`src/rtl/huffman_pqueue_if.sv`:
```
// Command and status bundle between the Huffman tree builder and its priority queue.
interface huffman_pqueue_if #(
  parameter int unsigned SYM_W  = 8,
  parameter int unsigned FREQ_W = 32,
  parameter int unsigned CNT_W  = 3
);
  logic              flush;
  logic              ins_en;
  logic [SYM_W-1:0]  ins_sym;
  logic [FREQ_W-1:0] ins_freq;
  logic              ins_node;
  logic              pop_en;
  logic              head_valid;
  logic [SYM_W-1:0]  head_sym;
  logic [FREQ_W-1:0] head_freq;
  logic              head_node;
  logic              sec_valid;
  logic [SYM_W-1:0]  sec_sym;
  logic [FREQ_W-1:0] sec_freq;
  logic              sec_node;
  logic [CNT_W-1:0]  count;
  logic              full;
  logic              empty;
  logic              overflow;
  logic              underflow;

  modport master (
    output flush, ins_en, ins_sym, ins_freq, ins_node, pop_en,
    input  head_valid, head_sym, head_freq, head_node,
    input  sec_valid, sec_sym, sec_freq, sec_node,
    input  count, full, empty, overflow, underflow
  );

  modport slave (
    input  flush, ins_en, ins_sym, ins_freq, ins_node, pop_en,
    output head_valid, head_sym, head_freq, head_node,
    output sec_valid, sec_sym, sec_freq, sec_node,
    output count, full, empty, overflow, underflow
  );
endinterface

```
`src/rtl/huffman_pqueue.sv`:
```
// Self-sorting priority queue (ascending freq, FIFO on ties) with insert, pop-min
// and combined pop+insert for the Huffman merge step.
module huffman_pqueue #(
  parameter int unsigned DEPTH  = 6,
  parameter int unsigned SYM_W  = 8,
  parameter int unsigned FREQ_W = 32,
  parameter int unsigned CNT_W  = $clog2(DEPTH + 1)
) (
  input logic             clk,
  input logic             ctrl_reset,
  huffman_pqueue_if.slave bus
);
  logic [DEPTH-1:0]  v_q;
  logic [SYM_W-1:0]  s_q [DEPTH];
  logic [FREQ_W-1:0] f_q [DEPTH];
  logic [DEPTH-1:0]  n_q;
  logic [CNT_W-1:0]  cnt_q;
  logic              full_q, empty_q, ovf_q, udf_q;

  logic [DEPTH-1:0]  b_v, nx_v;
  logic [SYM_W-1:0]  b_s [DEPTH];
  logic [SYM_W-1:0]  nx_s [DEPTH];
  logic [FREQ_W-1:0] b_f [DEPTH];
  logic [FREQ_W-1:0] nx_f [DEPTH];
  logic [DEPTH-1:0]  b_n, nx_n;
  logic [CNT_W-1:0]  base_cnt, pos, nx_cnt;
  logic              do_pop, do_ins, nx_ovf, nx_udf;

  // Pop shifts the array down first; the insert then lands in that shifted view.
  always_comb begin
    do_pop   = bus.pop_en && !empty_q;
    do_ins   = bus.ins_en && (do_pop || !full_q);
    base_cnt = cnt_q - CNT_W'(do_pop);
    b_v = v_q;
    b_n = n_q;
    for (int i = 0; i < DEPTH; i++) begin
      b_s[i] = s_q[i];
      b_f[i] = f_q[i];
    end
    if (do_pop) begin
      for (int i = 0; i < DEPTH - 1; i++) begin
        b_v[i] = v_q[i+1];
        b_s[i] = s_q[i+1];
        b_f[i] = f_q[i+1];
        b_n[i] = n_q[i+1];
      end
      b_v[DEPTH-1] = 1'b0;
      b_s[DEPTH-1] = '0;
      b_f[DEPTH-1] = '0;
      b_n[DEPTH-1] = 1'b0;
    end

    // Strict '>' places a new entry after all equal frequencies.
    pos = base_cnt;
    for (int i = DEPTH - 1; i >= 0; i--) begin
      if (b_v[i] && (b_f[i] > bus.ins_freq)) pos = CNT_W'(i);
    end

    nx_v = b_v;
    nx_n = b_n;
    for (int i = 0; i < DEPTH; i++) begin
      nx_s[i] = b_s[i];
      nx_f[i] = b_f[i];
    end
    if (do_ins) begin
      for (int i = 1; i < DEPTH; i++) begin
        if (CNT_W'(i) > pos) begin
          nx_v[i] = b_v[i-1];
          nx_s[i] = b_s[i-1];
          nx_f[i] = b_f[i-1];
          nx_n[i] = b_n[i-1];
        end
      end
      for (int i = 0; i < DEPTH; i++) begin
        if (CNT_W'(i) == pos) begin
          nx_v[i] = 1'b1;
          nx_s[i] = bus.ins_sym;
          nx_f[i] = bus.ins_freq;
          nx_n[i] = bus.ins_node;
        end
      end
    end
    nx_cnt = base_cnt + CNT_W'(do_ins);
    nx_ovf = ovf_q || (bus.ins_en && !bus.pop_en && full_q);
    nx_udf = udf_q || (bus.pop_en && empty_q);

    if (bus.flush) begin
      nx_v = '0;
      nx_n = '0;
      for (int i = 0; i < DEPTH; i++) begin
        nx_s[i] = '0;
        nx_f[i] = '0;
      end
      nx_cnt = '0;
      nx_ovf = 1'b0;
      nx_udf = 1'b0;
    end
  end

  always_ff @(posedge clk or posedge ctrl_reset) begin
    if (ctrl_reset) begin
      v_q <= '0;
      n_q <= '0;
      for (int i = 0; i < DEPTH; i++) begin
        s_q[i] <= '0;
        f_q[i] <= '0;
      end
      cnt_q   <= '0;
      full_q  <= 1'b0;
      empty_q <= 1'b1;
      ovf_q   <= 1'b0;
      udf_q   <= 1'b0;
    end else begin
      v_q <= nx_v;
      n_q <= nx_n;
      for (int i = 0; i < DEPTH; i++) begin
        s_q[i] <= nx_s[i];
        f_q[i] <= nx_f[i];
      end
      cnt_q   <= nx_cnt;
      full_q  <= (nx_cnt == CNT_W'(DEPTH));
      empty_q <= (nx_cnt == '0);
      ovf_q   <= nx_ovf;
      udf_q   <= nx_udf;
    end
  end

  assign bus.head_valid = v_q[0];
  assign bus.head_sym   = s_q[0];
  assign bus.head_freq  = f_q[0];
  assign bus.head_node  = n_q[0];
  assign bus.sec_valid  = v_q[1];
  assign bus.sec_sym    = s_q[1];
  assign bus.sec_freq   = f_q[1];
  assign bus.sec_node   = n_q[1];
  assign bus.count      = cnt_q;
  assign bus.full       = full_q;
  assign bus.empty      = empty_q;
  assign bus.overflow   = ovf_q;
  assign bus.underflow  = udf_q;
endmodule

```
`src/flat_wrapper.sv`:
```
// flat-port wrapper written by rule: the top's interface ports become plain ports
module huffman_pqueue_flat 
#(
  parameter int unsigned DEPTH  = 6,
  parameter int unsigned SYM_W  = 8,
  parameter int unsigned FREQ_W = 32,
  parameter int unsigned CNT_W  = $clog2(DEPTH + 1)
)
  (clk, ctrl_reset, bus_flush, bus_ins_en, bus_ins_sym, bus_ins_freq, bus_ins_node, bus_pop_en, bus_head_valid, bus_head_sym, bus_head_freq, bus_head_node, bus_sec_valid, bus_sec_sym, bus_sec_freq, bus_sec_node, bus_count, bus_full, bus_empty, bus_overflow, bus_underflow);
  huffman_pqueue_if #(.SYM_W(SYM_W), .FREQ_W(FREQ_W), .CNT_W(CNT_W)) bus_i ();
  input logic clk;
  input logic ctrl_reset;
  input wire logic [$bits(bus_i.flush)-1:0] bus_flush;
  input wire logic [$bits(bus_i.ins_en)-1:0] bus_ins_en;
  input wire logic [$bits(bus_i.ins_sym)-1:0] bus_ins_sym;
  input wire logic [$bits(bus_i.ins_freq)-1:0] bus_ins_freq;
  input wire logic [$bits(bus_i.ins_node)-1:0] bus_ins_node;
  input wire logic [$bits(bus_i.pop_en)-1:0] bus_pop_en;
  output wire logic [$bits(bus_i.head_valid)-1:0] bus_head_valid;
  output wire logic [$bits(bus_i.head_sym)-1:0] bus_head_sym;
  output wire logic [$bits(bus_i.head_freq)-1:0] bus_head_freq;
  output wire logic [$bits(bus_i.head_node)-1:0] bus_head_node;
  output wire logic [$bits(bus_i.sec_valid)-1:0] bus_sec_valid;
  output wire logic [$bits(bus_i.sec_sym)-1:0] bus_sec_sym;
  output wire logic [$bits(bus_i.sec_freq)-1:0] bus_sec_freq;
  output wire logic [$bits(bus_i.sec_node)-1:0] bus_sec_node;
  output wire logic [$bits(bus_i.count)-1:0] bus_count;
  output wire logic [$bits(bus_i.full)-1:0] bus_full;
  output wire logic [$bits(bus_i.empty)-1:0] bus_empty;
  output wire logic [$bits(bus_i.overflow)-1:0] bus_overflow;
  output wire logic [$bits(bus_i.underflow)-1:0] bus_underflow;
  assign bus_i.flush = bus_flush;
  assign bus_i.ins_en = bus_ins_en;
  assign bus_i.ins_sym = bus_ins_sym;
  assign bus_i.ins_freq = bus_ins_freq;
  assign bus_i.ins_node = bus_ins_node;
  assign bus_i.pop_en = bus_pop_en;
  assign bus_head_valid = bus_i.head_valid;
  assign bus_head_sym = bus_i.head_sym;
  assign bus_head_freq = bus_i.head_freq;
  assign bus_head_node = bus_i.head_node;
  assign bus_sec_valid = bus_i.sec_valid;
  assign bus_sec_sym = bus_i.sec_sym;
  assign bus_sec_freq = bus_i.sec_freq;
  assign bus_sec_node = bus_i.sec_node;
  assign bus_count = bus_i.count;
  assign bus_full = bus_i.full;
  assign bus_empty = bus_i.empty;
  assign bus_overflow = bus_i.overflow;
  assign bus_underflow = bus_i.underflow;
  huffman_pqueue #(.DEPTH(DEPTH), .SYM_W(SYM_W), .FREQ_W(FREQ_W), .CNT_W(CNT_W)) u_core (.clk(clk), .ctrl_reset(ctrl_reset), .bus(bus_i));
endmodule
```
`config.mk`:
```
export PLATFORM = sky130hd
export DESIGN_NAME = huffman_pqueue_flat
export DESIGN_NICKNAME = d
export VERILOG_FILES = /design/src/rtl/huffman_pqueue_if.sv /design/src/rtl/huffman_pqueue.sv /design/src/flat_wrapper.sv
export SDC_FILE = /design/constraint.sdc
export NUM_CORES = 1
export LEC_CHECK = 0
export ABC_AREA = 0
export CAP_MARGIN = 20
export CORE_ASPECT_RATIO = 1.1
export CORE_MARGIN = 2
export CORE_UTILIZATION = 35
export CTS_CLUSTER_DIAMETER = 80
export DETAILED_ROUTE_END_ITERATION = 7
export GPL_TIMING_DRIVEN = 0
export SLEW_MARGIN = 20
export SYNTH_ARGS = -nofsm -noshare
export SYNTH_HDL_FRONTEND = slang
export SYNTH_SLANG_ARGS = --single-unit
```
`constraint.sdc`:
```
create_clock -name clk -period 11.3 [get_ports clk]
set_input_delay 2.26 -clock clk [delete_from_list [all_inputs] [get_ports clk]]
set_output_delay 2.26 -clock clk [all_outputs]
set_load 0.005 [all_outputs]
```
==> results of run 1 <==
-- cell families (layout without fill, tap and decap cells) --
kind of cell    after synthesis  after routing  synth area share
simple gates               1112           1112            0.2362
compound gates              615            615            0.2211
buf+inv                     328            529           0.07939
flops                       259            259            0.3145
fa+ha+maj                   196            196            0.1190
mux                          58             58           0.02816
xor+xnor                      4              4          0.001700
other cells                   0              1                 0
-- layer usage --
metal / global-route usage / wire (um) / share of wire / vias up
li1: - / - / - / 9575
met1: 0.4093 / 40370 / 0.42 / 10751
met2: 0.4778 / 41700 / 0.43 / 1223
met3: 0.06615 / 8769 / 0.091 / 278
met4: 0.1529 / 5290 / 0.055 / 0
met5: 0 / 0 / 0 / -
-- worst min-delay path, delay by kind of cell, from the launching register on --
family / cells / cell delay (ps)
DFF: 1 / 350
and+or+nand+nor: 1 / 70
AOI/OAI and AO/OA: 1 / 40
-- power groups by stage --
stage / combinational [uW] / sequential [uW] / clock, uW
detailed placement: 3840 / 1440 / 0
finish: 4000 / 1430 / 1210
global route: 4270 / 1450 / 1250
CTS: 3860 / 1430 / 1210
global placement: 3770 / 1440 / 0
floorplan: 2490 / 1320 / 0
-- synthesized netlist by cell type, types with 16 or more instances --
cell / count / area [um2]
a211o_1: 16 / 140.1
o21ai_0: 25 / 125.1
ha_1: 196 / 2452
inv_1: 67 / 251.5
nand3_1: 44 / 220.2
clkbuf_1: 117 / 439.2
o211ai_1: 71 / 533.0
nand2_1: 669 / 2511
a311oi_1: 68 / 595.6
nand4_1: 40 / 250.2
a32oi_1: 23 / 201.4
and2_1: 46 / 287.8
a211oi_1: 77 / 578.1
a21oi_1: 134 / 670.6
dfrtp_1: 258 / 6456
nor4_1: 36 / 225.2
nand2b_1: 38 / 237.7
a221o_1: 44 / 440.4
a22oi_1: 17 / 127.6
mux2i_1: 58 / 580.6
buf_2: 32 / 160.2
buf_4: 87 / 653.1
nor2_1: 182 / 683.2
buf_1: 18 / 67.56
a21o_1: 25 / 187.7
-- final cells by class --
cell class              count  area, um2
clock buffers              55       1084
clock inverters             8      118.9
fillers                  5935      34190
flip-flops and latches    259       6482
plain buffers             260       1383
multi-input cells        1985      12500
well taps                 760      950.9
diodes                      1      2.502
repair buffers            138       1434
inverters                  68      262.8
-- worst paths after layout --
path,startpoint,to,depth (start not counted)
worst max-delay path,bus_pop_en,u_core.s_q[19],21
worst min-delay path,u_core.bus.overflow,u_core.bus.overflow,2
worst max register to register,u_core.bus.empty,u_core.s_q[19],19
worst min register to register,u_core.bus.overflow,u_core.bus.overflow,2
max in group asynchronous,ctrl_reset,u_core.f_q[24],4
min in group asynchronous,ctrl_reset,u_core.bus.head_sym[6],2
-- stage by stage --
step | instance area, um2 | worst slack, ps
CTS | 24210 | 2128
global route | 24220 | 1305
floorplan | 20610 | 1915
detailed placement | 23010 | 1598
finish | 24220 | 1594
global placement | 22920 | -2263
-- registers in the layout, indices dropped and copies added, names as in the netlist --
register / count
u_core.bus.sec_sym: 8
u_core.f_q: 128
u_core.n_q: 6
u_core.bus.head_freq: 32
u_core.bus.overflow: 1
u_core.bus.sec_freq: 32
u_core.bus.empty: 1
u_core.bus.count: 3
u_core.s_q: 32
u_core.bus.head_sym: 8
u_core.bus.underflow: 1
u_core.bus.full: 1
u_core.v_q: 6
-- cell usage in the layout, fill, tap and decap left out, types with 10 or more instances in the layout --
cell type        count
nand2_1            669
dfrtp_1            258
ha_1               196
nor2_1             182
clkdlybuf4s50_1    135
a21oi_1            134
clkbuf_1           126
buf_4               87
a211oi_1            77
o211ai_1            71
a311oi_1            68
inv_1               66
mux2i_1             58
and2_1              46
nand3_1             44
a221o_1             44
nand4_1             40
nand2b_1            38
clkbuf_16           37
nor4_1              35
buf_2               33
a21o_1              25
o21ai_0             25
a32oi_1             23
buf_1               17
a22oi_1             17
a211o_1             16
nor3_1              15
o2bb2ai_1           14
o32ai_1             12
nor2b_1             11
and3_1              10
a221oi_1            10
o221ai_1            10
o21ai_1             10
==> reports/qor.csv, run 1 <==
metric;value;unit
Setup Skew;13.83;ps
most frequent CP cell;clkbuf_1;
Clock power frac;0.182;
Peak VDD IR;132.4;uV
Crit Path Class;primary input to register;
post-synthesis cell count;2572;
DIE AREA;0.06086;mm2
initial antenna violation count;0;
final hold violation count;0;
grt ovf;0;
Synth Register Bits;259;
clock slew at reported path FFs;60;ps
setup TNS;0;ps
Port Buffers;135;
maximum number of pins on one net before global-route repair;96;
mean post-synth cell area;8.015;um2
Worst setup EP type;register;
CTS Buffer Depth;3;
Layout area overhead;17.49;%
Worst Path Required;11750;ps
Critical-path top delay cell;buf_1;
minimum clock period;9706;ps
Pwr Density;274.3;mW/mm2
status;finished, final reports clean;
gpl congestion;1.020;
routed vias;21827;
count of different cell masters after synthesis;75;
die height;258.5;um
Cell Area, Synth;0.02061;mm2
Min-Delay Path Class;register to register;
CTS tree;yes;
Routed wire per std cell;27.20;um
cts hold-fix bufs;0;
Hold Worst Slack;500.4;ps
CTS Buf Count;36;
Vias/cell;6.176;
initial core utilization;0.3529;
post-CTS sizing;0;
CP max stage delay;910;ps
switching share of total power;0.5077;
dpl hpwl;75.16;mm
Clk Latency, worst-skew pair;560;ps
CP top delay family;buffers and inverters;
Max Slew Vio Count;0;
Max Cap Viol;0;
unrepaired setup endpoints after global routing;no;
Setup Fix Bufs, Post-CTS;0;
Core Region;0.05841;mm2
sequential power share;0.216;
Initial DRC Count;2608;
Post-synth ARST share;1.000;
# DRC;0;
gr usage total;0.3088;
non-filler cells in the finished layout;3534;
H-tree Lvls;2;
register area share after synthesis;0.3145;
Tot Pwr;6644;uW
placed instance count;3470;
crit-path cells;clkdlybuf4s50_1 > nand2b_1 > inv_1 > clkbuf_1 > clkbuf_1 > buf_1 > nand2_1 > nand2_1 > ha_1 > and4_1 > nand4_1 > nor4_1 > o21ai_0 > a31oi_1 > o21a_1 > nor2_1 > buf_2 > o211ai_1 > clkbuf_1 > o211ai_1 > a211oi_1;
Rel. slew slack;0.2404;
CP max FO;10;
Routed Antenna Nets;0;
Yosys warnings;0;
Power Internal;3271;uW
Placement Rows;93;
Sw Pwr;3373;uW
first-pass GRT wire length;140.5;mm
drt pass-1 iters;6;
Crit path arrival time;10160;ps
actual slew at the worst max-slew pin;1139;ps
FMAX;103.0;MHz
Nets;2990;
CP Buf/Inv Count;7;
DRT Wirelength;96.13;mm
final-report setup violation count;0;
Synth Flop Type;dfrtp_1;
vias in the first global route;21456;
final core utilization;0.4146;
Die Width;235.4;um
number of I/O pins;137;
reg2reg setup slack;3500;ps
period utilization;0.8590;
number of synthesized flops with an enable pin;0;
layout cells sized above 1;0.07537;
clock root buffer;clkbuf_16;
Comb pwr share;0.602;
Syn Nets;2814;
CTS Sinks;259;
leakage;0.01164;uW
crit start category;primary input;
Note: power is estimated with default switching activity, not from simulation.
==> run 2, diff against run 1 <==
--- a/config.mk
+++ b/config.mk
@@ -8,7 +8,6 @@
 export ABC_AREA = 0
 export CAP_MARGIN = 20
 export CORE_ASPECT_RATIO = 1.1
-export CORE_MARGIN = 2
 export CORE_UTILIZATION = 35
 export CTS_CLUSTER_DIAMETER = 80
 export DETAILED_ROUTE_END_ITERATION = 7
==> run 2 against run 1 <==
  * The flow now finishes with violations (design-rule violations)
  * Sequential cell count unchanged
  * Count of clock-buffer cells in the layout up 2
  * Wire length down 2.3%
  * Fmax up 3.2%
  * Critical endpoint is now u_core.n_q[3]
  * Clock skew up 7.5 ps
  * Sequential power about the same
  * Register-to-register slack better by 70 ps
==> reports/qor.csv, run 2 (synthesized netlist as in run 1, its figures left out) <==
metric;value;unit
routed vias;21968;
DP Area;0.02300;mm2
Min-Delay Path Class;register to register;
worst r2r path cells;20;
# DRC;21;
initial core utilization;0.3567;
clock slew at reported path FFs;60;ps
hold depth;2;
period utilization;0.8323;
final instance area;0.02418;mm2
Pwr Density;271.3;mW/mm2
Crit path arrival time;9860;ps
Die Width;233.4;um
number of I/O pins;137;
crit start category;primary input;
Routed wire per std cell;26.63;um
maximum number of pins on one net before global-route repair;93;
Nets;2991;
initial antenna violation count;2;
Hold Worst Slack;519.0;ps
gr usage total;0.3092;
H-tree Lvls;2;
gpl congestion;0.9995;
FMAX;106.3;MHz
Vias/cell;6.230;
vias in the first global route;21592;
CTS Sinks;259;
most frequent cells in the layout;669 x nand2_1, 258 x dfrtp_1, 196 x ha_1;
post-CTS sizing;0;
clock root buffer;clkbuf_16;
Core Region;0.05779;mm2
dpl hpwl;73.71;mm
Initial DRC Count;2734;
CTS Buf Count;36;
Worst setup EP type;register;
DIE AREA;0.05987;mm2
Crit Path Class;primary input to register;
Max Slew Vio Count;0;
first-pass GRT wire length;137.8;mm
Peak VDD IR;124.9;uV
DRT Wirelength;93.90;mm
Layout area overhead;17.31;%
failing checks;design-rule violations;
final-report setup violation count;0;
CP max FO;10;
drt pass-1 iters;8;
grt ovf;0;
Worst Path Required;11750;ps
Placement Rows;92;
CTS tree;yes;
layout cells sized above 1;0.07534;
die height;256.5;um
Port Buffers;135;
cts hold-fix bufs;0;
minimum clock period;9404;ps
status;finished with violations;
Setup Skew;21.28;ps
max reg flops;128;
leakage;0.01163;uW
Routed Antenna Nets;0;
Tot Pwr;6562;uW
Rel. slew slack;0.2045;
antenna fix cells;0;
Top reg by flops;u_core.f_q;
Max Cap Viol;0;
commonest non-fill, non-tap cell in the layout;nand2_1;
final hold violation count;0;
CTS Buffer Depth;3;
Setup Fix Bufs, Post-CTS;0;
Clk Latency, worst-skew pair;570;ps
actual slew at the worst max-slew pin;1193;ps
unrepaired setup endpoints after global routing;no;
run 2: changes by cell type in the layout (fill, tap and decap cells not counted), sizes merged:
| cell | change |
|---|---|
| clkbuf | +3 |
| inv | +1 |
| bufinv | -2 |
| clkinv | -1 |
| diode | -1 |
run 2: final cells by class:
type                            count  area (um2)
Buffer                            260        1383
Multi-Input combinational cell   1985       12500
Sequential cell                   259        6482
Clock inverter                      6       62.56
Tap cell                          752       940.9
Timing Repair Buffer              139        1439
Inverter                           68       262.8
Fill cell                        5854       33600
Clock buffer                       57        1111
run 2: metrics by stage:
step,setup slack [ps],instances,TNS [ps],util
2_1_floorplan,1915,2572,0,-
3_3_place_gp,-2306,3459,-582050,0.3964
3_5_place_dp,1702,3462,0,0.3981
4_1_cts,2269,3525,0,0.4184
5_1_grt,1874,3526,0,0.4185
6_report,1896,3526,0,0.4185
run 2: worst max-delay path: stages:
cell             delay [ps]
clkdlybuf4s50_1         510
nand2b_1                240
inv_1                   160
clkbuf_1                600
clkbuf_1                800
buf_1                   860
nand2_1                 110
nand2_1                 170
ha_1                    160
and4_1                  260
nand4_1                 130
nor4_1                  760
o21ai_0                 240
a31oi_1                 410
o21a_1                  350
nor2_1                  100
buf_2                   240
o211ai_1                330
clkbuf_1                600
o211ai_1                200
a211oi_1                330
run 2: metal layers:
layer / up-vias / part of all wire / track usage
met2: 1340 / 0.43 / 0.4696
met5: - / 0.00027 / 0
li1: 9598 / - / -
met1: 10733 / 0.40 / 0.4098
met3: 293 / 0.10 / 0.06339
met4: 4 / 0.061 / 0.1649
run 2: path summary, 6_finish.rpt:
path / start / endpoint / slack, ps
max: bus_pop_en / u_core.n_q[3] / 1900
min reg2reg: u_core.bus.underflow / u_core.bus.underflow / 520
min: u_core.bus.underflow / u_core.bus.underflow / 520
min in group asynchronous: ctrl_reset / u_core.bus.head_sym[6] / 2120
max reg2reg: u_core.bus.empty / u_core.n_q[3] / 3570
max in group asynchronous: ctrl_reset / u_core.f_q[122] / 8230
run 2: power breakdown:
group          total (uW)  internal, uW  switching, uW  leakage (uW)
registers            1440          1200            242       0.00349
logic                3950          1350           2600       0.00756
clock network        1170           695            477      0.000581
